===== config.mk =====
export PLATFORM = sky130hd
export DESIGN_NAME = rtc_cmd_sched_flat
export DESIGN_NICKNAME = d
export VERILOG_FILES = /design/src/rtl/rtc_pkg.sv /design/src/rtl/rtc_cmd_sched_if.sv /design/src/rtl/rtc_cmd_arb.sv /design/src/rtl/rtc_cmd_sched.sv /design/src/flat_wrapper.sv
export SDC_FILE = /design/constraint.sdc
export NUM_CORES = 1
export LEC_CHECK = 0
export BUFFER_PORTS_ARGS = -buffer_cell sky130_fd_sc_hd__buf_2
export CORE_AREA = 5 5 218 220
export CTS_CLUSTER_DIAMETER = 30
export CTS_CLUSTER_SIZE = 12
export DETAILED_ROUTE_END_ITERATION = 10
export DIE_AREA = 0 0 223 225
export GPL_TIMING_DRIVEN = 0
export RECOVER_POWER = 100
export SYNTH_ARGS = -nofsm -noshare
export SYNTH_HDL_FRONTEND = slang
export SYNTH_SLANG_ARGS = --single-unit
export TNS_END_PERCENT = 20

===== constraint.sdc =====
create_clock -name clk -period 5.89 [get_ports clk]
set_clock_uncertainty 0.15 [all_clocks]
set_input_delay 0.2945 -clock clk [delete_from_list [all_inputs] [get_ports clk]]
set_output_delay 0.2945 -clock clk [all_outputs]
set_load 0.02 [all_outputs]

===== src/rtl/rtc_pkg.sv =====
// Shared definitions for the rtc command scheduler: command codes, field
// widths, the default accumulator modulo and the request bundle type.
package rtc_pkg;
  localparam int SEC_W = 48;
  localparam int NS_W  = 38;
  localparam int PER_W = 40;
  localparam int ADJ_W = 32;

  // 1e9 ns with 8 fractional bits
  localparam logic [NS_W-1:0] MODULO_DEF = 38'd256_000000000;

  typedef enum logic [1:0] {
    CMD_TIME   = 2'd0,
    CMD_PERIOD = 2'd1,
    CMD_ADJ    = 2'd2,
    CMD_RSVD   = 2'd3
  } cmd_e;

  typedef struct packed {
    cmd_e             cmd;
    logic [SEC_W-1:0] sec;
    logic [NS_W-1:0]  ns;
    logic [PER_W-1:0] period;
    logic [ADJ_W-1:0] adj_cnt;
  } cmd_req_t;

  // An ADJ request must wait while the previous fine adjustment runs.
  function automatic logic is_elig(input logic valid, input cmd_e cmd, input logic busy);
    return valid && ((cmd != CMD_ADJ) || !busy);
  endfunction
endpackage


===== src/rtl/rtc_cmd_sched_if.sv =====
// One requester's command channel into the scheduler (valid/ready + operands).
interface rtc_cmd_sched_if import rtc_pkg::*; ();
  logic             valid;
  logic             ready;
  logic [1:0]       cmd;
  logic [SEC_W-1:0] sec;
  logic [NS_W-1:0]  ns;
  logic [PER_W-1:0] period;
  logic [ADJ_W-1:0] adj_cnt;

  modport master (output valid, cmd, sec, ns, period, adj_cnt, input ready);
  modport slave  (input valid, cmd, sec, ns, period, adj_cnt, output ready);
endinterface


===== src/rtl/rtc_cmd_arb.sv =====
// Two-way round-robin arbiter over pre-masked eligible requests.
// Bit 0 = host, bit 1 = servo.
module rtc_cmd_arb (
  input  logic       clk,
  input  logic       rst,
  input  logic       en,
  input  logic [1:0] elig,
  output logic [1:0] grant,
  output logic       last_src
);
  // a lone eligible requester wins; on a tie the one not granted last wins
  always_comb begin
    grant = 2'b00;
    if (en) begin
      if (elig == 2'b11) grant = last_src ? 2'b01 : 2'b10;
      else               grant = elig;
    end
  end

  // remember who was granted so the next tie goes the other way
  always_ff @(posedge clk) begin
    if (!rst)        last_src <= 1'b0;
    else if (|grant) last_src <= grant[1];
  end
endmodule


===== src/rtl/rtc_cmd_sched.sv =====
// Serialises host and servo configuration loads into the rtc timer core:
// one single-cycle strobe per accepted command, forced idle gap afterwards,
// and ADJ held off while a previous fine adjustment is still running.
module rtc_cmd_sched import rtc_pkg::*; #(
  parameter int              GAP_CYC = 2,
  parameter logic [NS_W-1:0] MODULO  = MODULO_DEF
) (
  input  logic             clk,
  input  logic             rst,
  rtc_cmd_sched_if.slave   host,
  rtc_cmd_sched_if.slave   srv,
  output logic             time_ld,
  output logic [SEC_W-1:0] time_reg_sec_in,
  output logic [NS_W-1:0]  time_reg_ns_in,
  output logic             period_ld,
  output logic [PER_W-1:0] period_in,
  output logic             adj_ld,
  output logic [PER_W-1:0] period_adj,
  output logic [ADJ_W-1:0] adj_ld_data,
  output logic [NS_W-1:0]  time_acc_modulo,
  output logic             adj_busy,
  output logic             last_src,
  output logic             cmd_err
);
  typedef enum logic [1:0] {IDLE, ISSUE, GAP} state_e;
  localparam int GW = (GAP_CYC > 1) ? $clog2(GAP_CYC) : 1;

  state_e           state;
  logic [GW-1:0]    gap_cnt;
  logic [ADJ_W-1:0] adj_cnt;
  logic [1:0]       elig, grant;
  cmd_req_t         h_req, s_req, win;

  assign h_req = '{cmd: cmd_e'(host.cmd), sec: host.sec, ns: host.ns,
                   period: host.period, adj_cnt: host.adj_cnt};
  assign s_req = '{cmd: cmd_e'(srv.cmd), sec: srv.sec, ns: srv.ns,
                   period: srv.period, adj_cnt: srv.adj_cnt};

  assign adj_busy = (adj_cnt != '0);
  assign elig     = {is_elig(srv.valid, s_req.cmd, adj_busy),
                     is_elig(host.valid, h_req.cmd, adj_busy)};
  assign win      = grant[1] ? s_req : h_req;

  assign host.ready      = grant[0];
  assign srv.ready       = grant[1];
  assign time_acc_modulo = MODULO;

  // readys only in IDLE and never while reset is asserted
  rtc_cmd_arb u_arb (
    .clk      (clk),
    .rst      (rst),
    .en       ((state == IDLE) && rst),
    .elig     (elig),
    .grant    (grant),
    .last_src (last_src)
  );

  // Scheduler FSM. Strobes and operands are registered on the accept edge,
  // so they are visible exactly during the ISSUE cycle; the adj counter
  // loads on the same edge and counts down afterwards.
  always_ff @(posedge clk) begin
    if (!rst) begin
      state           <= IDLE;
      gap_cnt         <= '0;
      adj_cnt         <= '0;
      time_ld         <= 1'b0;
      period_ld       <= 1'b0;
      adj_ld          <= 1'b0;
      cmd_err         <= 1'b0;
      time_reg_sec_in <= '0;
      time_reg_ns_in  <= '0;
      period_in       <= '0;
      period_adj      <= '0;
      adj_ld_data     <= '0;
    end else begin
      time_ld   <= 1'b0;
      period_ld <= 1'b0;
      adj_ld    <= 1'b0;
      cmd_err   <= 1'b0;
      if (adj_busy) adj_cnt <= adj_cnt - 1'b1;
      case (state)
        IDLE: if (|grant) begin
          state <= ISSUE;
          case (win.cmd)
            CMD_TIME: begin
              time_ld         <= 1'b1;
              time_reg_sec_in <= win.sec;
              time_reg_ns_in  <= win.ns;
            end
            CMD_PERIOD: begin
              period_ld <= 1'b1;
              period_in <= win.period;
            end
            CMD_ADJ: begin
              // only accepted with the counter already at zero
              adj_ld      <= 1'b1;
              period_adj  <= win.period;
              adj_ld_data <= win.adj_cnt;
              adj_cnt     <= win.adj_cnt;
            end
            default: cmd_err <= 1'b1;
          endcase
        end
        ISSUE: begin
          if (GAP_CYC > 0) begin
            state   <= GAP;
            gap_cnt <= GW'(GAP_CYC - 1);
          end else begin
            state <= IDLE;
          end
        end
        GAP: begin
          if (gap_cnt == '0) state <= IDLE;
          else               gap_cnt <= gap_cnt - 1'b1;
        end
        default: state <= IDLE;
      endcase
    end
  end
endmodule


===== src/flat_wrapper.sv =====
// flat-port wrapper written by rule: the top's interface ports become plain ports
module rtc_cmd_sched_flat import rtc_pkg::*;
#(
  parameter int              GAP_CYC = 2,
  parameter logic [NS_W-1:0] MODULO  = MODULO_DEF
)
  (clk, rst, time_ld, time_reg_sec_in, time_reg_ns_in, period_ld, period_in, adj_ld, period_adj, adj_ld_data, time_acc_modulo, adj_busy, last_src, cmd_err, host_valid, host_cmd, host_sec, host_ns, host_period, host_adj_cnt, host_ready, srv_valid, srv_cmd, srv_sec, srv_ns, srv_period, srv_adj_cnt, srv_ready);
  rtc_cmd_sched_if host_i ();
  rtc_cmd_sched_if srv_i ();
  input  logic clk;
  input  logic rst;
  output logic time_ld;
  output logic [SEC_W-1:0] time_reg_sec_in;
  output logic [NS_W-1:0] time_reg_ns_in;
  output logic period_ld;
  output logic [PER_W-1:0] period_in;
  output logic adj_ld;
  output logic [PER_W-1:0] period_adj;
  output logic [ADJ_W-1:0] adj_ld_data;
  output logic [NS_W-1:0] time_acc_modulo;
  output logic adj_busy;
  output logic last_src;
  output logic cmd_err;
  input wire logic [$bits(host_i.valid)-1:0] host_valid;
  input wire logic [$bits(host_i.cmd)-1:0] host_cmd;
  input wire logic [$bits(host_i.sec)-1:0] host_sec;
  input wire logic [$bits(host_i.ns)-1:0] host_ns;
  input wire logic [$bits(host_i.period)-1:0] host_period;
  input wire logic [$bits(host_i.adj_cnt)-1:0] host_adj_cnt;
  output wire logic [$bits(host_i.ready)-1:0] host_ready;
  input wire logic [$bits(srv_i.valid)-1:0] srv_valid;
  input wire logic [$bits(srv_i.cmd)-1:0] srv_cmd;
  input wire logic [$bits(srv_i.sec)-1:0] srv_sec;
  input wire logic [$bits(srv_i.ns)-1:0] srv_ns;
  input wire logic [$bits(srv_i.period)-1:0] srv_period;
  input wire logic [$bits(srv_i.adj_cnt)-1:0] srv_adj_cnt;
  output wire logic [$bits(srv_i.ready)-1:0] srv_ready;
  assign host_i.valid = host_valid;
  assign host_i.cmd = host_cmd;
  assign host_i.sec = host_sec;
  assign host_i.ns = host_ns;
  assign host_i.period = host_period;
  assign host_i.adj_cnt = host_adj_cnt;
  assign host_ready = host_i.ready;
  assign srv_i.valid = srv_valid;
  assign srv_i.cmd = srv_cmd;
  assign srv_i.sec = srv_sec;
  assign srv_i.ns = srv_ns;
  assign srv_i.period = srv_period;
  assign srv_i.adj_cnt = srv_adj_cnt;
  assign srv_ready = srv_i.ready;
  rtc_cmd_sched #(.GAP_CYC(GAP_CYC), .MODULO(MODULO)) u_core (.clk(clk), .rst(rst), .host(host_i), .srv(srv_i), .time_ld(time_ld), .time_reg_sec_in(time_reg_sec_in), .time_reg_ns_in(time_reg_ns_in), .period_ld(period_ld), .period_in(period_in), .adj_ld(adj_ld), .period_adj(period_adj), .adj_ld_data(adj_ld_data), .time_acc_modulo(time_acc_modulo), .adj_busy(adj_busy), .last_src(last_src), .cmd_err(cmd_err));
endmodule

==> impl.org, run 1 <==
** Cells and area
- Commonest non-fill, non-tap cell in the layout :: buf_2
- Highest-count cells in the layout ignoring fill and taps :: buf_2, dlygate4sd3_1, clkbuf_1
- Nets :: 2648
- Fraction of final layout cells with drive strength greater than 1 :: 0.212
- The area growth from synthesis to layout is 76.8%.

** Critical path
- Endpoint type of the worst setup path :: register
- For the worst setup path, the data required time is approximately 6 ns.
- Setup crit start kind :: register
- Traced cell by cell, the critical path runs through nor4_1 > nand4_1 > o311a_1 > nor3_2 > clkbuf_1 > clkbuf_1 > mux2i_1 > dlygate4sd3_1 > a21oi_1.
- In this run the worst path has a maximum fanout of 10.
- Flop-to-flop setup slack :: 0.56 ns
- The worst setup path is of the reg2reg kind.
- Counting cells, the worst reg-to-reg path comes to 9.
- The startpoint identified for the worst register-to-register timing path is u_core.adj_cnt[16].
- The endpoint identified for the worst register-to-register timing path is u_core.adj_ld_data[6].
- Slowest stage cell on the critical path :: clkbuf_1
- Data arrival, critical path :: 5.60 ns
- The cell that appears most often on the critical path is clkbuf_1.
- In this design, the stage delay of the slowest critical-path cell is between 0.8 and 0.9 ns.

** Clocking
- Deepest clock path buffer count :: 3
- After clock tree synthesis, the clock-pin slew on the worst setup and hold paths is 0.04 ns.
- Setup repair bufs after CTS :: 0
- Clock latency on the worst-skew pair, taken at its later pin, is ~0.58 ns.
- TritonCTS built the clock tree.
- CTS saw 238 sinks.
- After clock tree synthesis, the repair step resized 0 gates.
- Maximum level of the CTS H-tree :: 3
- Clock tree synthesis inserted a total of 66 buffers.
- The tree is rooted in a clkbuf_16.

** Global route
- Global Route Usage Sum :: 0.229
- M2 GR Usage :: 0.385
- Top Usage Layer GRT :: met2
- Grt ovf :: 0
- Pin count of the biggest net entering global routing :: 11
- Antenna violations before repair :: 5
- For met1 alone, demand over resource in global routing was 0.274.
- The number of global-route vias before repair came to 15364.
- In the global route stage, met3 resource usage came out at 0.0598.
- The first global-routing pass estimated 91000 µm of wire.

** Placement
- At the placement stage, the worst setup path has a slack of 1.29 ns.
- The HPWL after detailed placement is 43600 µm.
- Final RePlAce weighted congestion :: 0.941
- Input/output buffers :: 529

** Pwr
- Cell area power density :: 414 nW/µm²
- The analysis attributes to cell leakage a power of 8.36 nW.
- Overall power consumption :: 8.57 mW
- Largest vdd supply drop :: roughly 0.22 mV

** Route
- Via density per instance :: 5.06
- In this run, the number of DRC markers left after iteration 0 of detailed routing was around 1200.
- Detailed-routing iteration count for the pre-antenna-repair pass :: 6
- Remaining antenna violation count after routing :: 0
- Final wirelength :: between 60000 and 70000 µm
- DR DRC count :: 0
- Detailed-route wire length per cell :: 20.6 µm
- Count of vias placed by the detailed router :: 15062

** Yosys
- Averaged over all synthesized cells, the footprint is 8.63 µm².
- After technology mapping, the gate count stands at 1356.
- Cell area after synthesis :: 11700 µm²
- Yosys warning total :: 0
- Proportion of synthesized chip area in sequential cells :: 0.407
- FF+latch count, synth :: 238
- The most used flip-flop cell after synthesis is dfxtp_1.
- Share of flip-flops with an asynchronous set or reset :: 0
- After synthesis, the netlist uses 59 different library cells.
- In this run, synthesis inferred 0 flip-flops with an integrated enable.

** Status
- The run finished, with violations left.
- The checks that failed: capacitance limit, slew limit.

** Min path
- The tightest min-delay check is of the in2reg type.
- The worst hold path begins at host_ns[33].
- For hold timing, the worst endpoint is u_core.time_reg_ns_in[33].
- WHS Path Cells :: 3

** STA
- For the pin with the worst max-slew slack, the measured transition is approximately 1.5 ns.
- Final period util :: 0.906
- Relative slew slack :: -0.00107
- Max-slew violation count :: 1
- The number of hold-slack violations in the final timing report came to 0.
- Setup repair after global routing left no endpoint under its margin.
- Worst setup margin :: roughly 0.56 ns
- Final period demand of the worst path :: 5.33 ns
- Max Fclk :: 187 MHz
- After routing, the total negative slack on setup checks comes to 0 ns.
- Final worst hold slack :: 0.0134 ns
- Final count of negative-setup-slack endpoints :: 0

** Run
- Across the run, the number of max-cap violations was 1.

** Floorplan
- The die is around 230 µm tall.
- around 570 I/O pins were placed.
- Floorplan die area :: 50200 µm²
- Chip Width :: 223 µm
- Initial cell density of the core :: 0.260
- Core Area :: 45100 µm²
- Row count :: just under 80
==> through the flow <==
step                cell area [µm²]  utilization  cells
floorplan                     11800            -   1392
global placement              15200        0.338   2521
detailed placement            15200        0.338   2521
CTS                           21000        0.465   2971
global route                  20700        0.459   2975
finish                        20700        0.459   2979
==> worst max-delay path, delay by kind of cell, from the launching register on <==
kind	cells	cell delay, ns
compound gates	2	0.61
mux	1	0.34
flops	1	0.33
simple gates	3	1.48
buf+inv	3	2.26
==> synthesized netlist by cell type (all sizes together) (2+ instances only) <==
master,n,area (µm²)
conb,2,7.51
mux2i,62,621
ha,4,50.1
or2,2,12.5
o2bb2ai,18,158
nor3,142,721
nor4b,2,17.5
dfxtp,238,4760
a21boi,5,41.3
o31ai,3,36.3
o221ai,126,1100
o21a,3,22.5
o311a,2,31.3
nor2b,5,31.3
a31oi,9,56.3
nand2b,6,37.5
inv,134,503
nand2,36,135
nand3,17,85.1
o31a,2,17.5
nand4,5,31.3
xor2,12,105
buf,75,498
and4,3,26.3
a21oi,62,310
xnor2,14,123
or4,4,30.0
o221a,3,33.8
and3,5,31.3
o211ai,4,30.0
o21ai,85,425
a211oi,126,946
nor2,19,71.3
a32o,2,20.0
nor4,13,81.3
nand4b,2,17.5
clkbuf,88,330
or3,4,25.0
==> layout make-up <==
cell class                 instances  area [µm²]
clock buffer                      86        1900
sequential                       238        4760
antenna                            7        17.5
tap                              600         751
buffer                           163         792
timing repair buffer             860        5700
inverter                         134         503
multi-input combinational        857        5720
fill                            4376       24400
clock inverter                    34         543
==> worst max path at each step <==
stage | start | to | slack [ns] | cells past startpoint
after floorplan | u_core.adj_cnt[0] | u_core.adj_ld_data[0] | 2.88 | 9
after global placement | u_core.adj_cnt[0] | u_core.period_adj[29] | 1.25 | 9
after detailed placement | u_core.adj_cnt[0] | u_core.period_adj[33] | 1.29 | 9
after CTS | u_core.adj_cnt[16] | u_core.time_reg_ns_in[34] | 0.85 | 9
after global routing | u_core.adj_cnt[16] | u_core.time_reg_ns_in[28] | 0.27 | 8
final | u_core.adj_cnt[16] | u_core.adj_ld_data[6] | 0.56 | 9
==> flip-flops by register name (all words and copies together), names as in the netlist, 2 cells and up <==
name	count
u_core.time_reg_sec_in	48
u_core.period_adj	40
u_core.period_in	40
u_core.time_reg_ns_in	38
u_core.adj_cnt	32
u_core.adj_ld_data	32
u_core.state	2
==> metal layers <==
metal	share of wire	routed length (µm)
met2	0.47	28800
met4	0.048	2950
met5	0	0
met3	0.081	4940
met1	0.40	24600
==> power by group <==
group | switching (mW) | internal (mW) | leakage, nW
Clock | 1.11 | 2.79 | 1.19
Combinational | 1.59 | 1.07 | 5.25
Sequential | 0.178 | 1.82 | 1.93
Total | 2.88 | 5.68 | 8.36
==> timing repair <==
action	4_1_cts	5_1_grt
hold buffers	330	1
hold endpoints to repair	217	1
endpoints found under the setup margin	0	0
==> logic make-up after synthesis <==
logic type	synth area share
compound gates	0.284
buf+inv	0.114
simple gates	0.117
flops	0.407
mux	0.0540
xor+xnor	0.0195
fa+ha+maj	0.00428
other cells	0.000642
No activity file was read; power rests on OpenSTA's default activity.
==> inputs of run 2 (changes only) <==
Settings changed: ABC_AREA set to 1, CORE_AREA 5 5 218 220 to 5 5 217 219, DIE_AREA 0 0 223 225 to 0 0 222 224.
==> run 2 against run 1 <==
  * The run now ends clean
  * Final cell count up 16%
  * Via count decreased by 1.0%
  * Routed wire length decreased by 14%
  * Fmax rose by 14%
  * Combinational power is 2% higher
  * Clock power about the same
  * Die area fell by 0.89%
  * First-iteration DRC count fell by 41%
  * Largest power group unchanged
  * Power grew 1.5%
  * Sequential power grew 4%
  * Global-route usage shrank 2.8 points
==> impl.org, run 2 <==
** Yosys
- FF+latch count, synth :: roughly 240
- The commonest cells after synthesis are nand2_1, nor2_1, dfxtp_1.
- The biggest area contributor in the post-synthesis netlist is dfxtp_1.
- For this run, the register share of the synthesized area comes to 0.385.
- Counting every instance in the synthesized netlist gives 1938.
- The Yosys step of the flow raised 0 warnings.
- Number of enable-type register cells in the synthesized netlist :: 0
- Count leader, synth :: nand2_1
- Cell area after synthesis :: 12400 µm²
- A synthesized cell averages 6.39 µm².
- Most area-consuming cells after synthesis :: dfxtp_1, nand2_1, nor2_1, inv_1, buf_4
- In the synthesized netlist the dominant register cell turns out to be dfxtp_1.
- Area share of the leading cell type in the synthesized netlist :: 0.385
- For this run, asynchronously set or reset flops after synthesis account for 0.
- Distinct cell type count of the synthesized netlist :: 34

** Critical path
- Data arrival, critical path :: 4.22 ns
- Tracing the worst setup path back leads to its startpoint at u_core.adj_cnt[0].
- Across all register-to-register paths, the minimum setup slack is 1.24 ns.
- Setup crit start kind :: register
- Reg-to-reg critical path endpoint :: u_core.time_reg_sec_in[34]
- Crit path max fanout :: 10
- Measured in cells, the most critical reg-to-reg path has a length of 17.
- The most critical setup path has its endpoint at srv_ready.
- In this run the critical register-to-register path is launched from u_core.adj_cnt[0].
- Endpoint type of the worst setup path :: output pin
- Required time of the worst setup path :: 5.45 ns
- The critical path is of the reg2out type.

** STA
- Max-slew violation count :: 0
- Setup violations remaining at the end of the flow were counted as 0.
- At the pin with the least slew margin, the transition time is 0.911 ns.
- Final period util :: 0.791
- The number of hold-slack violations in the final timing report came to 0.
- Max Fclk :: 215 MHz
- Final period demand of the worst path :: 4.66 ns
- Measured against its own limit, the worst slew margin works out to 0.393.
- Setup repair after global routing missed its margin :: false
- Worst setup margin :: ~1.2 ns
- Post-route setup TNS :: 0 ns

** Cells and area
- Regs by FF count :: u_core.time_reg_sec_in: 48 flops, u_core.period_adj: 40 flops, u_core.period_in: 40 flops
- Of the cells placed in the final design, the portion with a size suffix greater than 1 is 0.210.
- Layout Area Growth over Synthesis :: 62.3%
- The final layout contains 3121 nets.
- Highest-count cells in the layout ignoring fill and taps :: nand2_1, nor2_1, buf_2
- The register with the most flip-flops in the layout has 48 of them.
- The register with the most flip-flops in the final layout is u_core.time_reg_sec_in.
- For this run, the number of standard cells in the final layout without fillers is between 3000 and 4000.
- Count of fill cells added during filler insertion :: about 4700
- Leaving out fill and tap cells, the most frequent cell in the layout is nand2_1.

** Route
- Detailed-route wire length per cell :: 15.3 µm
- The detailed router placed 14911 vias in this run.
- The detail route stage leaves a number of antenna-violating nets equal to 0.
- In the routed design, unresolved DRC markers number 0.
- Final wirelength :: 52700 µm
- In the routed layout, each cell is associated on average with a via count of 4.32.
- Initial detailed-routing violation count :: 688
- The first detailed-routing pass ran for 5 iterations.

** Floorplan
- Initial cell density of the core :: 0.276
- The core region is around 45000 µm².
- Floorplan die area :: 49700 µm²
- The die is 222 µm wide.
- Die Y :: approximately 220 µm
- Row count :: 78
- 568 I/O pins were placed.

** Placement
- At the placement stage, the worst setup path has a slack of 2.25 ns.
- In this run, placement finished with an instance count of 3103.
- Buffers placed on the I/O ports in this run total 529.
- HPWL reported at the end of detailed placement :: 40400 µm
- At the end of routability-driven placement, the weighted congestion stood at 0.951.

** Clocking
- TritonCTS built the clock tree.
- After clock tree synthesis, the clock-pin slew on the worst setup and hold paths is 0.04 ns.
- The number of gates resized after CTS was 0.
- Clock Root Buffer :: clkbuf_16
- Deepest clock path buffer count :: 3
- Number of sinks handled by clock tree synthesis :: 238
- Post-CTS timing repair inserted 0 buffers for setup.
- Counting the buffers created by CTS gives 69.
- In this run, post-CTS hold repair placed 219 buffers.
- In this run the number of H-tree levels came out at 3.
- Clock network latency to the later pin of the worst-skew pair :: 0.56 ns

** Pwr
- Cell area power density :: roughly 430 nW/µm²
- Largest vdd supply drop :: approximately 0.27 mV
- The analysis attributes to cell leakage a power of approximately 10 nW.

** Status
- Status :: finished clean

** Global route
- Global Route Usage Sum :: 0.201
- The total overflow left after global routing is 0.
- The number of antenna violations at the first check in global routing is 6.
- Pin count of the biggest net entering global routing :: 11
- Number of global-route vias before repair :: roughly 15000
- Global-route wire length before repair :: 80500 µm

** Min path
- In this run the worst hold path is classified as in2reg.
- The startpoint identified for the worst hold timing path is host_adj_cnt[25].

** Run
- Max-capacitance violation count :: 0
[run 2: cell types whose count changed after synthesis, sizes merged, moves of 9 or more]
cell | previous run | this run
a21oi | 62 | 73
a31oi | 9 | 0
or2 | 2 | 41
clkbuf | 88 | 37
o221ai | 126 | 0
nor3 | 142 | 11
nand2 | 36 | 805
o21ai | 85 | 46
nor2 | 19 | 406
mux2i | 62 | 0
a211oi | 126 | 0
buf | 75 | 102
inv | 134 | 116
o2bb2ai | 18 | 0
[run 2: how the worst min path moves through the flow]
stage | cells after the start | slack (ns) | endpoint
final | 5 | 0.03 | u_core.adj_cnt[25]
after global routing | 5 | 0.008 | u_core.adj_ld_data[12]
after CTS | 5 | 0.0006 | u_core.adj_cnt[25]
after detailed placement | 2 | 0.31 | u_core.adj_ld_data[24]
after global placement | 2 | 0.30 | u_core.adj_ld_data[3]
after floorplan | 2 | 0.32 | u_core.state[1]
[run 2: logic make-up after synthesis]
group                      count (synthesis)  share of synthesized area
buffers and inverters                    256                      0.106
xor gates and xnor gates                  22                     0.0156
AOI/OAI and AO/OA                        121                     0.0618
other                                      2                   0.000607
adders and majority gates                  4                    0.00404
and+or+nand+nor                         1295                      0.427
DFF                                      238                      0.385
[run 2: final cells by class]
type                            instances  area (µm²)  share of cell area
Clock buffer                           93        1990              0.0992
Buffer                                139         831              0.0414
Timing Repair Buffer                  748        4580               0.228
Tap cell                              600         751              0.0374
Sequential cell                       238        4760               0.237
Inverter                              117         442              0.0220
Antenna cell                            3        7.51            0.000374
Clock inverter                         33         475              0.0237
Multi-Input combinational cell       1480        6240               0.311
[run 2: routing by layer]
metal  track usage  wire [µm]  vias to the layer above
li1              -          -                     7519
met1         0.223      20600                     6681
met2         0.358      26000                      575
met3        0.0592       3760                      136
met4        0.0913       2330                        0
met5             0          0                        -
[run 2: critical path, cell delays in order (launching register included)]
cell and delay [ns]:
dfxtp_1 0.31, inv_1 0.13, ha_1 0.27, nand2_1 0.12, nor2_1 0.31, nand2_1 0.17
o21ai_2 0.18, nand2_2 0.07, nor2_1 0.33, nand2_1 0.42, inv_1 0.43, buf_4 0.37
buf_2 0.30, buf_2 0.21
[run 2: power breakdown]
group | switching, mW | total, mW | internal [mW]
sequential | 0.195 | 2.08 | 1.88
clock | 1.09 | 3.89 | 2.79
combinational | 1.71 | 2.73 | 1.02
total | 3.00 | 8.70 | 5.69
[run 2: per-stage QoR]
stage | hold WS, ns | total power, mW | instance area, µm² | utilization
floorplan | 0.324 | 3.89 | 12500 | -
global placement | 0.303 | 4.68 | 15900 | 0.354
detailed placement | 0.309 | 4.70 | 15900 | 0.354
CTS | 0.000566 | 8.88 | 20600 | 0.458
global route | 0.00763 | 9.23 | 20100 | 0.447
finish | 0.0291 | 8.70 | 20100 | 0.447
==> inputs of run 3 (changes only) <==
Settings changed: CORE_AREA 5 5 217 219 to 5 5 215 217, DIE_AREA 0 0 222 224 to 0 0 220 222.
Clock period 5.89 ns to 3.7 ns, I/O delays scaled along.
==> run 3 against run 2 <==
  * The run now ends with hold timing left
  * Critical path depth rose by 2
  * Global-route usage rose by 1.2 points
  * Sequential share of layout area fell by 1.2 points
  * Clock power rose by 41%
  * Via count rose by 3.8%
  * Hold slack got worse by 0.052 ns
  * Critical path type is now reg2reg
  * Largest cell class is now non-clock buffers
  * Highest routed layer is now met5
==> impl.org, run 3 (synthesis results as in run 2) <==
** Clocking
- Clock network latency to the later pin of the worst-skew pair :: 0.59 ns
- Clk pin slew, worst setup/hold paths :: 0.04 ns
- Clock tree from TritonCTS :: built
- The clock tree synthesis step divided the H-tree into 2 levels.
- Deepest clock path buffer count :: 3
- For this design, the sink count on the clock tree is 238.
- TritonCTS created 61 clock buffers.
- Clock Root Buffer :: clkbuf_16

** Cells and area
- Commonest non-fill, non-tap cell in the layout :: nand2_1
- The top cell types in the final layout, fill and taps aside, are nand2_1, nor2_1, buf_2.
- Regs by FF count :: u_core.time_reg_sec_in: 48 flops, u_core.period_adj: 40 flops, u_core.period_in: 40 flops
- Fraction of final layout cells with drive strength greater than 1 :: 0.223
- The register with the most flip-flops in the final layout is u_core.time_reg_sec_in.
- In the final design database the tool counted 3224 nets.
- Number of flip-flops in the largest register :: 48
- Layout Area Growth over Synthesis :: 70.8%
- Ant diodes :: 0

** Pwr
- Across the VDD grid, the largest voltage drop is about 0.4 mV.
- Clock power share :: 0.412
- The analysis attributes to cell leakage a power of 10.5 nW.
- Sw Ratio :: 0.357
- In this run the power density over the cells is 632 nW/µm².
- In this run the power spent charging and discharging nets is 4.77 mW.
- Share of total power in sequential cells :: 0.248
- Combinational fraction of design power :: 0.341
- Cell internal power was estimated by the tool at 8.58 mW.

** Critical path
- Category of the critical setup timing path :: reg2reg
- At the worst endpoint, the required time is about 4 ns.
- In this run the worst path has a maximum fanout of 10.
- Setup crit start kind :: register
- For the worst setup path, the data arrival time is a little under 4 ns.
- The number of cells on the worst reg-to-reg path is 15.
- Endpoint type of the worst setup path :: register

** STA
- For this run, the top clock speed supported by timing is 284 MHz.
- Final hold violation count :: 1
- Final count of negative-setup-slack endpoints :: 0
- Post-route setup TNS :: 0 ns
- Of the available clock period, the critical path in the final layout requires 0.951.
- Setup repair after global routing missed its margin :: true
- For the finished layout, the period the worst path requires is 3.52 ns.
- Hold timing on the final database bottoms out at a slack of -0.0228 ns.
- Relative slew slack :: 0.386
- Max-slew violation count :: 0
- For the pin with the worst max-slew slack, the measured transition is 0.920 ns.

** Global route
- Summed over all layers, the global routing overflow is 0.
- Global Route Usage Sum :: 0.213
- Pin count of the biggest net entering global routing :: 17
- Number of global-route vias before repair :: approximately 16000
- Global-route wire length before repair :: 83400 µm
- Antenna violations before repair :: 1

** Floorplan
- Row count :: 77
- The die is 220 µm wide.
- Floorplan die area :: 48800 µm²
- The initial utilization of the core area, before any placement, comes to 0.282.
- In this run the standard cell core region covers 43900 µm².
- Top-level I/O count :: 568
- Die Y :: around 220 µm

** Route
- The count of nets left with antenna violations once routing finished came out at 0.
- The final route contains 15472 vias.
- Final wirelength :: 54900 µm
- In the final routed layout, each cell accounts on average for 15.5 µm.
- Detailed-routing iteration count for the pre-antenna-repair pass :: 6
- For this block, the initial DRC count from the detailed router was 726.
- Via density per instance :: roughly 4.4
- DR DRC count :: 0

** Min path
- The worst hold path passes through 6 cells.
- The worst hold path belongs to the class in2reg.

** Status
- Violations in the final reports :: hold timing
- Status :: finished with violations

** Placement
- HPWL reported at the end of detailed placement :: 39800 µm
- Routability-driven placement finished with a final weighted congestion of 0.950.
- Input and output buffers added on the ports amount to 529.

** Run
- The tool flagged a number of max-cap violations equal to 0.
run 3: cell type report:
type / instances / area, µm²
fill: 4396 / 22800
multi-input combinational: 1480 / 6440
timing repair buffer: 859 / 5690
sequential: 238 / 4760
clock buffer: 82 / 1740
buffer: 139 / 893
tap: 592 / 741
inverter: 117 / 445
clock inverter: 30 / 420
run 3: routing by layer:
metal,track usage,vias to the layer above,part of all wire
met4,0.0984,2,0.047
met3,0.0560,177,0.070
li1,-,7706,-
met5,0,-,0.00013
met1,0.238,6956,0.39
met2,0.377,631,0.49
run 3: path summary, 6_finish.rpt:
path	from	to	slack, ns
min reg2reg	u_core.adj_ld_data[31]	u_core.adj_ld_data[31]	0.32
min	srv_period[7]	u_core.period_in[7]	-0.02
max	u_core.adj_cnt[0]	u_core.period_adj[3]	0.18
max reg2reg	u_core.adj_cnt[0]	u_core.period_adj[3]	0.18
run 3: worst max-delay path, cell delays in order, from the launching register on:
cell and delay, ns:
dfxtp_1 0.32, inv_1 0.14, ha_2 0.25, nand2_1 0.13, nor2_4 0.17, nand4_2 0.19
nand2_1 0.14, nand3_2 0.14, nand2_4 0.19, clkinvlp_4 0.21, clkbuf_1 0.26, o21ai_0 0.32
dlygate4sd3_1 0.62, nand2_1 0.06, nand2_1 0.07, nor2_1 0.04
run 3: repair_timing:
item / in CTS / in global routing
pin swaps: 0 / 2
buffers inserted: 0 / 1
resized for setup: 2 / 21
setup endpoints to repair: 1 / 85
endpoints found under the hold margin: 231 / 0
hold buffers: 329 / 0
run 3: through the flow:
stage	util	instance area, µm²	cells	worst slack, ns	total power, mW
after CTS	0.486	21400	3536	0.00996	13.5
final	0.481	21100	3537	0.181	13.4
after floorplan	-	12500	1974	1.17	6.20
after detailed placement	0.362	15900	3095	0.0281	7.47
after global placement	0.362	15900	3095	0.103	7.44
after global routing	0.481	21100	3537	-0.0298	14.2
run 3: power by group through the flow:
stage	sequential [mW]	combinational (mW)	clock [mW]
floorplan	3.60	2.60	0
global placement	3.32	4.11	0
detailed placement	3.33	4.13	0
CTS	3.30	4.56	5.59
global route	3.36	5.07	5.74
finish	3.31	4.55	5.50
